--- config.mk ---
export PLATFORM = sky130hd
export DESIGN_NAME = geofence_driver_flat
export DESIGN_NICKNAME = d
export VERILOG_FILES = /design/src/rtl/geofence_driver_if.sv /design/src/rtl/geofence_driver.sv /design/src/flat_wrapper.sv
export SDC_FILE = /design/constraint.sdc
export NUM_CORES = 1
export LEC_CHECK = 0
export CAP_MARGIN = 20
export CELL_PAD_IN_SITES_DETAIL_PLACEMENT = 2
export CELL_PAD_IN_SITES_GLOBAL_PLACEMENT = 2
export CORE_MARGIN = 3
export CORE_UTILIZATION = 37
export CTS_CLUSTER_DIAMETER = 40
export DETAILED_ROUTE_END_ITERATION = 12
export PLACE_DENSITY_LB_ADDON = 0.08
export SYNTH_ARGS = -nofsm -noshare
export SYNTH_HDL_FRONTEND = slang
export SYNTH_SLANG_ARGS = --single-unit
export TNS_END_PERCENT = 20
--- constraint.sdc ---
create_clock -name clk -period 2.75 [get_ports clk]
set_clock_uncertainty 0.1 [all_clocks]
set_input_delay 0.55 -clock clk [delete_from_list [all_inputs] [get_ports clk]]
set_output_delay 0.55 -clock clk [all_outputs]
set_load 0.01 [all_outputs]
--- src/rtl/geofence_driver_if.sv ---
// Bundle of the point push port, engine X/Y bus and result handshake of geofence_driver.
// master = the driver itself, slave = the pattern source / engine / result consumer side.
interface geofence_driver_if #(
    parameter int CNT_W = 16
);
    logic             pt_valid;
    logic             pt_ready;
    logic [9:0]       pt_x;
    logic [9:0]       pt_y;
    logic             fence_rst;
    logic [9:0]       X;
    logic [9:0]       Y;
    logic             fence_valid;
    logic             fence_inside;
    logic             res_valid;
    logic             res_ready;
    logic             res_inside;
    logic             res_timeout;
    logic             err_stray;
    logic [CNT_W-1:0] frame_cnt;

    modport master (
        input  pt_valid, pt_x, pt_y, fence_valid, fence_inside, res_ready,
        output pt_ready, fence_rst, X, Y, res_valid, res_inside, res_timeout,
               err_stray, frame_cnt
    );

    modport slave (
        output pt_valid, pt_x, pt_y, fence_valid, fence_inside, res_ready,
        input  pt_ready, fence_rst, X, Y, res_valid, res_inside, res_timeout,
               err_stray, frame_cnt
    );
endinterface

--- src/rtl/geofence_driver.sv ---
// Transmit-side partner of the geofence engine: buffers a 7-point frame, resets the
// engine, serialises the points onto X/Y and hands back the inside/timeout result.
module geofence_driver #(
    parameter int TIMEOUT = 128,
    parameter int CNT_W   = 16
) (
    input  logic              clk,
    input  logic              reset,
    geofence_driver_if.master bus
);
    typedef enum logic [2:0] {
        S_LOAD,
        S_RST,
        S_SEND,
        S_WAIT,
        S_REPORT
    } state_t;

    localparam int TMR_W = $clog2(TIMEOUT);

    state_t           state_q;
    logic [2:0]       idx_q;
    logic [TMR_W-1:0] tmr_q;
    logic [19:0]      pt_buf_q [7];

    logic             pt_ready_q;
    logic             fence_rst_q;
    logic [9:0]       x_q;
    logic [9:0]       y_q;
    logic             res_valid_q;
    logic             res_inside_q;
    logic             res_timeout_q;
    logic             err_stray_q;
    logic [CNT_W-1:0] frame_cnt_q;

    logic             take;

    assign take = (state_q == S_LOAD) && bus.pt_valid && pt_ready_q;

    assign bus.pt_ready    = pt_ready_q;
    assign bus.fence_rst   = fence_rst_q;
    assign bus.X           = x_q;
    assign bus.Y           = y_q;
    assign bus.res_valid   = res_valid_q;
    assign bus.res_inside  = res_inside_q;
    assign bus.res_timeout = res_timeout_q;
    assign bus.err_stray   = err_stray_q;
    assign bus.frame_cnt   = frame_cnt_q;

    // NOTE: the point buffer has no reset; the load index alone decides what is valid,
    // so a reset mid-frame discards the contents without clearing the storage.
    always_ff @(posedge clk) begin
        if (take) begin
            pt_buf_q[idx_q] <= {bus.pt_x, bus.pt_y};
        end
    end

    // NOTE: all state below is updated with non-blocking assignments so every branch
    // sees the values from before this edge, whatever the statement order.
    always_ff @(posedge clk) begin
        if (reset) begin
            state_q       <= S_LOAD;
            idx_q         <= '0;
            tmr_q         <= '0;
            pt_ready_q    <= 1'b0;
            fence_rst_q   <= 1'b1;
            x_q           <= '0;
            y_q           <= '0;
            res_valid_q   <= 1'b0;
            res_inside_q  <= 1'b0;
            res_timeout_q <= 1'b0;
            err_stray_q   <= 1'b0;
            frame_cnt_q   <= '0;
        end else begin
            if (bus.fence_valid && (state_q != S_WAIT)) begin
                err_stray_q <= 1'b1;
            end

            case (state_q)
                S_LOAD: begin
                    pt_ready_q  <= 1'b1;
                    fence_rst_q <= 1'b0;
                    if (take) begin
                        if (idx_q == 3'd6) begin
                            // Object was captured first, so buf[0] is already valid here.
                            state_q     <= S_RST;
                            idx_q       <= '0;
                            pt_ready_q  <= 1'b0;
                            fence_rst_q <= 1'b1;
                            x_q         <= pt_buf_q[0][19:10];
                            y_q         <= pt_buf_q[0][9:0];
                        end else begin
                            idx_q <= idx_q + 3'd1;
                        end
                    end
                end

                S_RST: begin
                    fence_rst_q <= 1'b0;
                    state_q     <= S_SEND;
                end

                S_SEND: begin
                    if (idx_q == 3'd6) begin
                        state_q <= S_WAIT;
                        tmr_q   <= '0;
                    end else begin
                        idx_q <= idx_q + 3'd1;
                        x_q   <= pt_buf_q[idx_q + 3'd1][19:10];
                        y_q   <= pt_buf_q[idx_q + 3'd1][9:0];
                    end
                end

                S_WAIT: begin
                    if (bus.fence_valid) begin
                        res_valid_q   <= 1'b1;
                        res_inside_q  <= bus.fence_inside;
                        res_timeout_q <= 1'b0;
                        state_q       <= S_REPORT;
                    end else if (tmr_q == TMR_W'(TIMEOUT - 1)) begin
                        res_valid_q   <= 1'b1;
                        res_inside_q  <= 1'b0;
                        res_timeout_q <= 1'b1;
                        state_q       <= S_REPORT;
                    end else begin
                        tmr_q <= tmr_q + TMR_W'(1);
                    end
                end

                S_REPORT: begin
                    if (bus.res_ready) begin
                        res_valid_q <= 1'b0;
                        frame_cnt_q <= frame_cnt_q + CNT_W'(1);
                        pt_ready_q  <= 1'b1;
                        idx_q       <= '0;
                        state_q     <= S_LOAD;
                    end
                end

                default: state_q <= S_LOAD;
            endcase
        end
    end
endmodule
--- src/flat_wrapper.sv ---
// flat-port wrapper written by rule: the top's interface ports become plain ports
module geofence_driver_flat 
#(
    parameter int TIMEOUT = 128,
    parameter int CNT_W   = 16
)
  (clk, reset, bus_pt_valid, bus_pt_x, bus_pt_y, bus_fence_valid, bus_fence_inside, bus_res_ready, bus_pt_ready, bus_fence_rst, bus_X, bus_Y, bus_res_valid, bus_res_inside, bus_res_timeout, bus_err_stray, bus_frame_cnt);
  geofence_driver_if #(.CNT_W(CNT_W)) bus_i ();
  input  logic clk;
  input  logic reset;
  input wire logic [$bits(bus_i.pt_valid)-1:0] bus_pt_valid;
  input wire logic [$bits(bus_i.pt_x)-1:0] bus_pt_x;
  input wire logic [$bits(bus_i.pt_y)-1:0] bus_pt_y;
  input wire logic [$bits(bus_i.fence_valid)-1:0] bus_fence_valid;
  input wire logic [$bits(bus_i.fence_inside)-1:0] bus_fence_inside;
  input wire logic [$bits(bus_i.res_ready)-1:0] bus_res_ready;
  output wire logic [$bits(bus_i.pt_ready)-1:0] bus_pt_ready;
  output wire logic [$bits(bus_i.fence_rst)-1:0] bus_fence_rst;
  output wire logic [$bits(bus_i.X)-1:0] bus_X;
  output wire logic [$bits(bus_i.Y)-1:0] bus_Y;
  output wire logic [$bits(bus_i.res_valid)-1:0] bus_res_valid;
  output wire logic [$bits(bus_i.res_inside)-1:0] bus_res_inside;
  output wire logic [$bits(bus_i.res_timeout)-1:0] bus_res_timeout;
  output wire logic [$bits(bus_i.err_stray)-1:0] bus_err_stray;
  output wire logic [$bits(bus_i.frame_cnt)-1:0] bus_frame_cnt;
  assign bus_i.pt_valid = bus_pt_valid;
  assign bus_i.pt_x = bus_pt_x;
  assign bus_i.pt_y = bus_pt_y;
  assign bus_i.fence_valid = bus_fence_valid;
  assign bus_i.fence_inside = bus_fence_inside;
  assign bus_i.res_ready = bus_res_ready;
  assign bus_pt_ready = bus_i.pt_ready;
  assign bus_fence_rst = bus_i.fence_rst;
  assign bus_X = bus_i.X;
  assign bus_Y = bus_i.Y;
  assign bus_res_valid = bus_i.res_valid;
  assign bus_res_inside = bus_i.res_inside;
  assign bus_res_timeout = bus_i.res_timeout;
  assign bus_err_stray = bus_i.err_stray;
  assign bus_frame_cnt = bus_i.frame_cnt;
  geofence_driver #(.TIMEOUT(TIMEOUT), .CNT_W(CNT_W)) u_core (.clk(clk), .reset(reset), .bus(bus_i));
endmodule
==> impl_metrics.env <==
export IMPL_vias=5002
export IMPL_irDropWorstVdd_mv=0.3930
export IMPL_finalNetCount=667
export IMPL_pin_count=68
export IMPL_power_density_nw_per_um2=620.7
export IMPL_start_util_pct=38.28
export IMPL_cts_buffer_depth=2
export IMPL_synth_cells=558
export IMPL_drive_gt1_share_pct=22.92
export IMPL_maxCapViolCount=0
export IMPL_synth_edff_count=140
export IMPL_area_growth_pct=22.98
export IMPL_io_buffer_count=67
export IMPL_cp_max_fo=60
export IMPL_clk_latency_ns=0.43
export IMPL_yosysWarnings=0
export IMPL_final_max_slew_viol_count=0
export IMPL_worstSetupPathType="reg2reg"
export IMPL_viasPerCell=5.437
export IMPL_critPathRequiredTime_ns=2.96
export IMPL_first_iter_violations=253
export IMPL_min_to="u_core.tmr_q[6]"
export IMPL_rows=52
export IMPL_cts_buffers=17
export IMPL_grt_overflow=0
export IMPL_coreArea_sq_um=20620
export IMPL_yosysSeqAreaShare_pct=67.19
export IMPL_drc=0
export IMPL_r2r_setup_slack_ns=0.37
export IMPL_post_cts_setup_buffer_count=0
export IMPL_fin_crit_ns=2.377
export IMPL_r2r_start="u_core.idx_q[1]"
export IMPL_antenna_found_initial=0
export IMPL_hold_start="u_core.tmr_q[6]"
export IMPL_fp_dieH_microns=152.1
export IMPL_grt_met3_usage_pct=3.555
export IMPL_die_area_sq_um=23130
export IMPL_cellLeakagePower_nw=3.120
export IMPL_h_tree_depth=4
export IMPL_dr_pass1_iters=4
export IMPL_clkTransAtPathRegs_ns=0.08
export IMPL_antenna_left=0
export IMPL_status="completed"
export IMPL_utilization_pct=47.08
export IMPL_die_w_microns=152.1
export IMPL_min_path_type="reg2reg"
export IMPL_avgSynthCellArea_sq_um=14.15
export IMPL_hold_viol=0
export IMPL_tightest_slew_ns=0.6689
export IMPL_grt_use_total_pct=18.57
export IMPL_grtUsageMet2_pct=31.90
export IMPL_diodes=0
export IMPL_busiest_layer="met2"
export IMPL_setup_viol=0
export IMPL_ctsHoldBuffers=0
export IMPL_ctsResizeCount=0
export IMPL_timing_fmax_mhz=420.7
export IMPL_tns_ns=0
export IMPL_worstPathArrival_ns=2.59
export IMPL_relSlewSlack_pct=55.35
export IMPL_rr_worst_depth=6
export IMPL_crit_path_start_kind="register"
export IMPL_wirelength_mm=21.06
export IMPL_grt_pass1_wl_mm=33.33
export IMPL_synth_distinct_cells=49
export IMPL_use_met1_pct=24.11
export IMPL_period_share_pct=86.43
export IMPL_cts_tree="built"
export IMPL_r2r_end="u_core.bus.Y[4]"
export IMPL_ys_ff_latch=195
export IMPL_grt_max_degree=61
export IMPL_syn_area_sq_um=7895
export IMPL_rsz0062_at_grt="false"
export IMPL_cp_end_kind="register"
export IMPL_gp_congestion=0.7487
export IMPL_min_path_cells=1
export IMPL_synth_main_ff_cell="edfxtp_1"
export IMPL_routedWlPerCell_microns=22.89
export IMPL_ys_async_sr_fraction_pct=0
export IMPL_dp_hpwl_mm=13.09
export IMPL_root_buffer="clkbuf_16"
export IMPL_syn_nets=588
export IMPL_grt_pass1_vias=5553
export IMPL_cts_num_sinks=195
layout make-up:
cell class / instances / area, sq um
Fill cell: 1936 / 10920
Sequential cell: 195 / 5305
Multi-Input combinational cell: 323 / 2469
Timing Repair Buffer: 94 / 960.9
Clock buffer: 17 / 425.4
Tap cell: 270 / 337.8
Clock inverter: 15 / 188.9
Inverter: 6 / 22.52
metal layers:
layer  share of wire (%)  vias to the layer above
li1                    -                     2337
met3                 2.9                       25
met2                  51                       89
met5                   0                        -
met1                  45                     2551
met4                 1.6                        0
cells in the final DEF (no fill, tap or decap), types with 5 or more instances in the layout:
cell and count:
nand2b_1 7, and3_1 5, or4_1 5, o31ai_1 26, nand2_1 15, inv_1 6
clkdlybuf4s50_1 67, xor2_1 7, nor2_2 6, o22ai_1 39, clkbuf_16 17, o21ai_0 6
nand3_1 31, buf_4 20, edfxtp_1 140, a21oi_1 17, nor2_1 23, mux2_2 76
dfxtp_1 55, buf_12 7, inv_6 5
per-stage QoR:
step                      total power [mW]  cell area [sq um]  hold slack, ns  setup slack [ns]  instances
after detailed placement             3.489               9095          0.3495            0.1435        888
after floorplan                      3.363               7900          0.3330           -0.1801        558
after CTS                            6.105               9709          0.3681            0.3987        920
after global placement               3.476               9095          0.3474            0.2435        888
final                                6.026               9709          0.3599            0.3732        920
after global routing                 6.257               9709          0.3759            0.2695        920
cells by family (layout without fill, tap and decap cells):
group           Yosys count  after routing  synth area share, %
flops                   195            195                67.19
simple gates            119            119                8.114
mux                      80             80                11.51
xor+xnor                  9              9               0.9985
buf+inv                  40            132                2.187
compound gates          111            111                9.366
fa+ha+maj                 4              4               0.6339
worst max-delay path by stage:
stage | end | slack, ns | start | cells past startpoint
after floorplan | u_core.pt_buf_q[1][0] | -0.18 | bus_pt_valid | 4
after global routing | u_core.bus.Y[4] | 0.27 | u_core.idx_q[1] | 6
after global placement | u_core.pt_buf_q[0][0] | 0.24 | bus_pt_valid | 6
final | u_core.bus.Y[4] | 0.37 | u_core.idx_q[1] | 6
after detailed placement | u_core.pt_buf_q[4][3] | 0.14 | bus_pt_valid | 6
after CTS | u_core.bus.Y[3] | 0.40 | u_core.idx_q[1] | 6
sequential cells by signal, summed over array words and instances, names as in the netlist, 3 cells and up:
name / count
u_core.pt_buf_q: 140
u_core.bus.frame_cnt: 16
u_core.bus.Y: 10
u_core.idx_q: 3
u_core.tmr_q: 7
u_core.state_q: 3
u_core.bus.X: 10
power breakdown:
part | switching [mW] | internal, mW
registers | 0.0143 | 3.17
clock network | 1.22 | 1.39
logic | 0.125 | 0.110
critical path, cell delays in order, from the launching register on:
cell	delay (ns)
dfxtp_1	0.50
ha_1	0.33
xor2_4	0.18
buf_12	0.31
mux2_2	0.39
o22ai_1	0.26
o31ai_1	0.12
Yosys cell counts, types with 5 or more instances:
master    number  area (sq um)
clkbuf_1      17         63.81
nor2_1        28         105.1
mux2_2        76         855.8
nand2_1       15         56.30
nand2b_1       7         43.79
nand3_1       31         155.2
a21oi_1       18         90.09
dfxtp_1       55          1101
edfxtp_1     140          4204
or4_1          5         37.54
o21ai_0        6         30.03
xor2_1         8         70.07
inv_1          6         22.52
buf_2         15         75.07
o22ai_1       39         244.0
o31ai_1       26         195.2
and3_1         5         31.28
Power figures use the tool's default switching activity.
